--- src/rtl/iir_pole.sv ---
// -----------------------------------------------------------------------------
// iir_pole
//
// Recursive (pole) half of a second-order IIR section. It sits directly after
// the numerator (zero) stage and computes
//
//   y[n] = (x[n] - A1*y[n-1] - A2*y[n-2]) >>> SHIFT
//
// using one shared 12x12 multiplier that a four-state FSM time-multiplexes.
// The shifted result is brought back to the 12-bit sample width and is also
// written into the feedback history, so the recursion always uses the value
// that was actually output.
//
// Compile-time option:
//   IIR_POLE_SAT_EN  defined   -> the result is clamped to [-2048, 2047]
//                    undefined -> the result wraps (low 12 bits kept)
//
// Parameters:
//   A1     signed 12-bit feedback coefficient for y[n-1], Q(SHIFT)
//   A2     signed 12-bit feedback coefficient for y[n-2], Q(SHIFT)
//   SHIFT  arithmetic right shift applied to the accumulator (a0 = 2^SHIFT)
//
// Ports:
//   clk         clock, all state changes on the rising edge
//   rst_n       asynchronous reset, active HIGH (name kept from the codebase)
//   din_valid   din carries a new sample this cycle
//   din         24-bit signed numerator-stage output x[n]
//   dout        12-bit signed filtered sample y[n], held between updates
//   dout_valid  one-cycle pulse when dout updates
//   busy        a sample is in flight; din_valid is ignored while high
//   overrun     sticky: din_valid was seen while busy (cleared by reset only)
//   state_dbg   current FSM state, for debug and assertion binding
//
// Handshake: there is no ready signal. A sample is taken on any rising edge
// where din_valid=1 and busy=0. A din_valid seen while busy=1 drops that
// sample and sets overrun; the computation in flight is not disturbed.
// dout is meaningful on the cycle dout_valid=1 and holds afterwards.
// -----------------------------------------------------------------------------
module iir_pole #(
  parameter logic signed [11:0] A1    = -12'sd1864,
  parameter logic signed [11:0] A2    = 12'sd926,
  parameter int                 SHIFT = 10
) (
  input  logic               clk,
  input  logic               rst_n,
  input  logic               din_valid,
  input  logic signed [23:0] din,
  output logic signed [11:0] dout,
  output logic               dout_valid,
  output logic               busy,
  output logic               overrun,
  output logic [1:0]         state_dbg
);

  localparam logic [1:0] IDLE = 2'd0;
  localparam logic [1:0] MUL1 = 2'd1;
  localparam logic [1:0] MUL2 = 2'd2;
  localparam logic [1:0] DONE = 2'd3;

  logic [1:0]         state;
  logic signed [25:0] acc;
  logic signed [11:0] y1;
  logic signed [11:0] y2;

  // Shared multiplier. Both operands are selected by the registered state
  // only, so din never reaches dout combinationally.
  logic signed [11:0] coef;
  logic signed [11:0] hist;
  logic signed [23:0] prod;
  logic signed [25:0] prod_ext;

  always_comb begin
    coef = A2;
    hist = y2;
    if (state == MUL1) begin
      coef = A1;
      hist = y1;
    end
  end

  // 24-bit operands keep the full 12x12 signed product without truncation.
  assign prod     = 24'(coef) * 24'(hist);
  assign prod_ext = {{2{prod[23]}}, prod};

  // Bring the accumulator back to the 12-bit sample width.
  logic signed [11:0] r12;

`ifdef IIR_POLE_SAT_EN
  logic signed [25:0] r_full;

  assign r_full = acc >>> SHIFT;

  always_comb begin
    r12 = r_full[11:0];
    if (r_full > 26'sd2047) begin
      r12 = 12'sd2047;
    end else if (r_full < -26'sd2048) begin
      r12 = -12'sd2048;
    end
  end
`else
  // Two's-complement wrap: only the low 12 bits of the shifted value survive.
  assign r12 = 12'(acc >>> SHIFT);
`endif

  always_ff @(posedge clk or posedge rst_n) begin
    if (rst_n) begin
      state      <= IDLE;
      acc        <= '0;
      y1         <= '0;
      y2         <= '0;
      dout       <= '0;
      dout_valid <= 1'b0;
      overrun    <= 1'b0;
    end else begin
      dout_valid <= 1'b0;

      if (din_valid && (state != IDLE)) begin
        overrun <= 1'b1;
      end

      case (state)
        IDLE: begin
          if (din_valid) begin
            acc   <= {{2{din[23]}}, din};
            state <= MUL1;
          end
        end
        MUL1: begin
          acc   <= acc - prod_ext;
          state <= MUL2;
        end
        MUL2: begin
          acc   <= acc - prod_ext;
          state <= DONE;
        end
        DONE: begin
          dout       <= r12;
          y2         <= y1;
          y1         <= r12;
          dout_valid <= 1'b1;
          state      <= IDLE;
        end
        default: begin
          state <= IDLE;
        end
      endcase
    end
  end

  assign busy      = (state != IDLE);
  assign state_dbg = state;

endmodule

--- config.mk ---
export PLATFORM = sky130hd
export DESIGN_NAME = iir_pole
export DESIGN_NICKNAME = d
export VERILOG_FILES = /design/src/rtl/iir_pole.sv
export SDC_FILE = /design/constraint.sdc
export NUM_CORES = 1
export LEC_CHECK = 0
export ABC_AREA = 1
export BUFFER_PORTS_ARGS = -buffer_cell sky130_fd_sc_hd__buf_2
export CORE_MARGIN = 2
export CORE_UTILIZATION = 60
export DETAILED_ROUTE_END_ITERATION = 10
export MAX_ROUTING_LAYER = met4
export PLACE_DENSITY_LB_ADDON = 0.05
export SETUP_SLACK_MARGIN = 0.4
export SLEW_MARGIN = 30
export SYNTH_ARGS = -nofsm -noshare
export SYNTH_HDL_FRONTEND = slang
export SYNTH_SLANG_ARGS = --single-unit
--- constraint.sdc ---
create_clock -name clk -period 6.3 [get_ports clk]
set_input_delay 1.26 -clock clk [delete_from_list [all_inputs] [get_ports clk]]
set_output_delay 1.26 -clock clk [all_outputs]
set_load 0.02 [all_outputs]
==> flow_summary.json <==
{
  "firstDrtPassIters": 5,
  "drive_above_1_share": 0.2205,
  "grt_overflow": 0,
  "numCtsBuffers": 5,
  "relSlewSlack": 0.5323,
  "htreeDepth": 2,
  "ctsHoldBuffers": 0,
  "cts_buffer_depth": 2,
  "antenna_left": 0,
  "synth_edf_count": 0,
  "fin_crit_sh": 0.9298,
  "worstSetupPathType": "flop to flop",
  "min_path_type": "flop to flop",
  "die_y_um": 113.9,
  "grt_start_max_net_pins": 50,
  "place_hpwl_um": 14960,
  "synthAdderAreaFrac": 0.4019,
  "synth_top_cell_area_share": 0.2707,
  "worst_pin_slew_ns": 0.7016,
  "synthArstFlopShare": 1.000,
  "first_iter_violations": 352,
  "synth_cells": 929,
  "coreArea_um2": 11910,
  "synth_compound_area_frac": 0.09548,
  "syn_avg_cell_area_um2": 7.801,
  "fin_tns_setup_ns": 0,
  "synthToLayoutAreaGrowth_pct": 18.87,
  "worst_setup_path_end_kind": "flop",
  "path_max_fanout": 6,
  "clk_pin_slew_ns": 0.07,
  "grt_pass1_wl_um": 31340,
  "slew_violations": 0,
  "yosys.area.top_type": "fa_1",
  "initial_core_util": 0.6084,
  "drv_cap": 0,
  "cts_tree": "built",
  "die_w_um": 113.9,
  "rows": 40,
  "hold_violations": 0,
  "netlist_area_um2": 7247,
  "antennaDiodeCount": 0,
  "ys_seq_area_frac": 0.1692,
  "clk_latency_ns": 0.31,
  "status": "complete, no violations",
  "max_stage_delay_ns": 0.62,
  "wl_per_cell_um": 16.56,
  "cp_common_cell": "nand2_1",
  "crit_family": "adder cells",
  "ys_warn_count": 0,
  "place_congestion": 0.9441,
  "port-buffer-count": 40,
  "drc": 0,
  "synthDistinctLibCells": 41,
  "worst-path-buf-inv": 10,
  "synthSimpleGateAreaFrac": 0.1671,
  "cp_slowest_cell": "fa_2",
  "viasPerCell": 5.323,
  "cts.sinks": 49,
  "vias": 6143,
  "fin_crit_ns": 5.858,
  "synth_top_family_by_area": "adder cells",
  "hold_ws_ns": 0.4613,
  "layout.nets": 1207,
  "ys_seq_elements": 49,
  "die_area_um2": 12970,
  "ys.flop_type": "dfrtp_1",
  "synthTopCellsByArea": "fa_1, dfrtp_1, ha_1, inv_1, nand2_1",
  "start_kind": "flop",
  "synthMuxAreaShare": 0.003108,
  "antenna_found_initial": 0,
  "cts_root_buf": "clkbuf_16",
  "grt_usage": 0.3236,
  "setup_viol": 0,
  "critPathRequiredTime_ns": 6.50,
  "clock_skew_ns": 0.009082,
  "cp.arrival_ns": 6.06,
  "routed_wirelength_um": 19110,
  "rsz0062_at_grt": "yes",
  "pin_count": 44,
  "fmax_mhz": 170.7,
  "synth_xor_xnor_area_share": 0.01692,
  "grt_pass1_vias": 6340
}
-- stage by stage --
stage / cells / cell area [µm²] / util / setup slack [ns]
5_1_grt: 1154 / 8615 / 0.7232 / 0.2270
4_1_cts: 1136 / 8128 / 0.6824 / 0.3864
3_5_place_dp: 1122 / 7727 / 0.6487 / 0.08156
2_1_floorplan: 930 / 7257 / - / 0.4061
3_3_place_gp: 1122 / 7727 / 0.6487 / 0.1359
6_report: 1154 / 8615 / 0.7232 / 0.4422
-- cells by family (layout without fill, tap and decap cells) --
logic type | count (synthesis) | count (layout)
adders and majority gates | 174 | 174
DFF | 49 | 49
AOI/OAI and AO/OA | 124 | 124
other | 2 | 3
xor gates and xnor gates | 14 | 14
and+or+nand+nor | 292 | 292
buffers and inverters | 272 | 349
muxes | 2 | 2
-- metal layers --
| metal | vias up | share of wire | track usage |
|---|---|---|---|
| met5 | - | 0 | - |
| met4 | 0 | 0.040 | 0.1146 |
| met3 | 53 | 0.062 | 0.04995 |
| met2 | 206 | 0.47 | 0.5002 |
| met1 | 2932 | 0.43 | 0.4383 |
| li1 | 2952 | - | - |
-- worst paths after layout --
check	start	end	slack [ns]	depth (start not counted)
hold / removal	overrun$_DFFE_PP0P_	overrun$_DFFE_PP0P_	0.46	1
min in group asynchronous	rst_n	y1[7]$_DFFE_PP0P_	1.14	3
hold reg to reg	overrun$_DFFE_PP0P_	overrun$_DFFE_PP0P_	0.46	1
setup / recovery	state_dbg[0]$_DFFE_PP0P_	acc[21]$_DFFE_PP0P_	0.44	28
setup reg to reg	state_dbg[0]$_DFFE_PP0P_	acc[21]$_DFFE_PP0P_	0.44	28
max in group asynchronous	rst_n	state_dbg[1]$_DFFE_PP0P_	4.67	3
-- area by class of cell --
cell class / count / area (µm²)
multi-input combinational: 609 / 5472
fill: 958 / 3297
sequential: 49 / 1229
inverter: 255 / 974.7
timing repair buffer: 86 / 603.1
tap: 147 / 183.9
clock buffer: 6 / 138.9
clock inverter: 2 / 13.76
-- sequential cells by signal (all words and copies together) (netlist names) --
| register | flops |
|---|---|
| y1 | 12 |
| state_dbg | 2 |
| y2 | 12 |
| overrun | 1 |
| acc | 21 |
| dout_valid | 1 |
-- layout by cell type, fill, tap and decap left out, types with 11 or more instances in the layout --
| cell | Yosys | layout |
|---|---|---|
| buf_2 | 4 | 40 |
| o21ai_0 | 46 | 42 |
| nor2_2 | 1 | 14 |
| nand2_2 | 3 | 15 |
| nor2_4 | 0 | 11 |
| inv_2 | 0 | 19 |
| a21oi_1 | 47 | 38 |
| nor2_1 | 82 | 58 |
| ha_4 | 0 | 14 |
| ha_1 | 76 | 60 |
| dfrtp_1 | 49 | 47 |
| inv_1 | 253 | 229 |
| nand2_1 | 151 | 135 |
| nand3_1 | 31 | 27 |
| fa_1 | 98 | 90 |
| buf_4 | 1 | 41 |
-- synth_stat cells (2+ instances only) --
master,n
o21ai_0,46
or2_2,4
o21ai_2,4
xor2_1,8
conb_1,2
dfrtp_1,49
nand2_1,151
buf_6,2
a21o_1,2
a21oi_1,47
o22ai_1,6
o21a_1,2
o21bai_1,4
nand4_1,7
nand3_1,31
nor2_1,82
inv_1,253
nand2_4,2
buf_1,2
xnor2_1,6
ha_1,76
mux2_2,2
buf_2,4
fa_1,98
clkbuf_1,7
o211ai_1,6
nor3_1,7
o21ai_1,4
nand2_2,3
-- what timing repair did --
action / 4_1_cts / 5_1_grt
setup buffers: 5 / 17
endpoints found under the setup margin: 10 / 13
gates cloned: 1 / 1
pin swaps: 6 / 49
resized for setup: 41 / 97
Power is left out: the tool's default activity adds up to more than one toggle a clock period on the data nets, which glitch-free logic cannot reach.
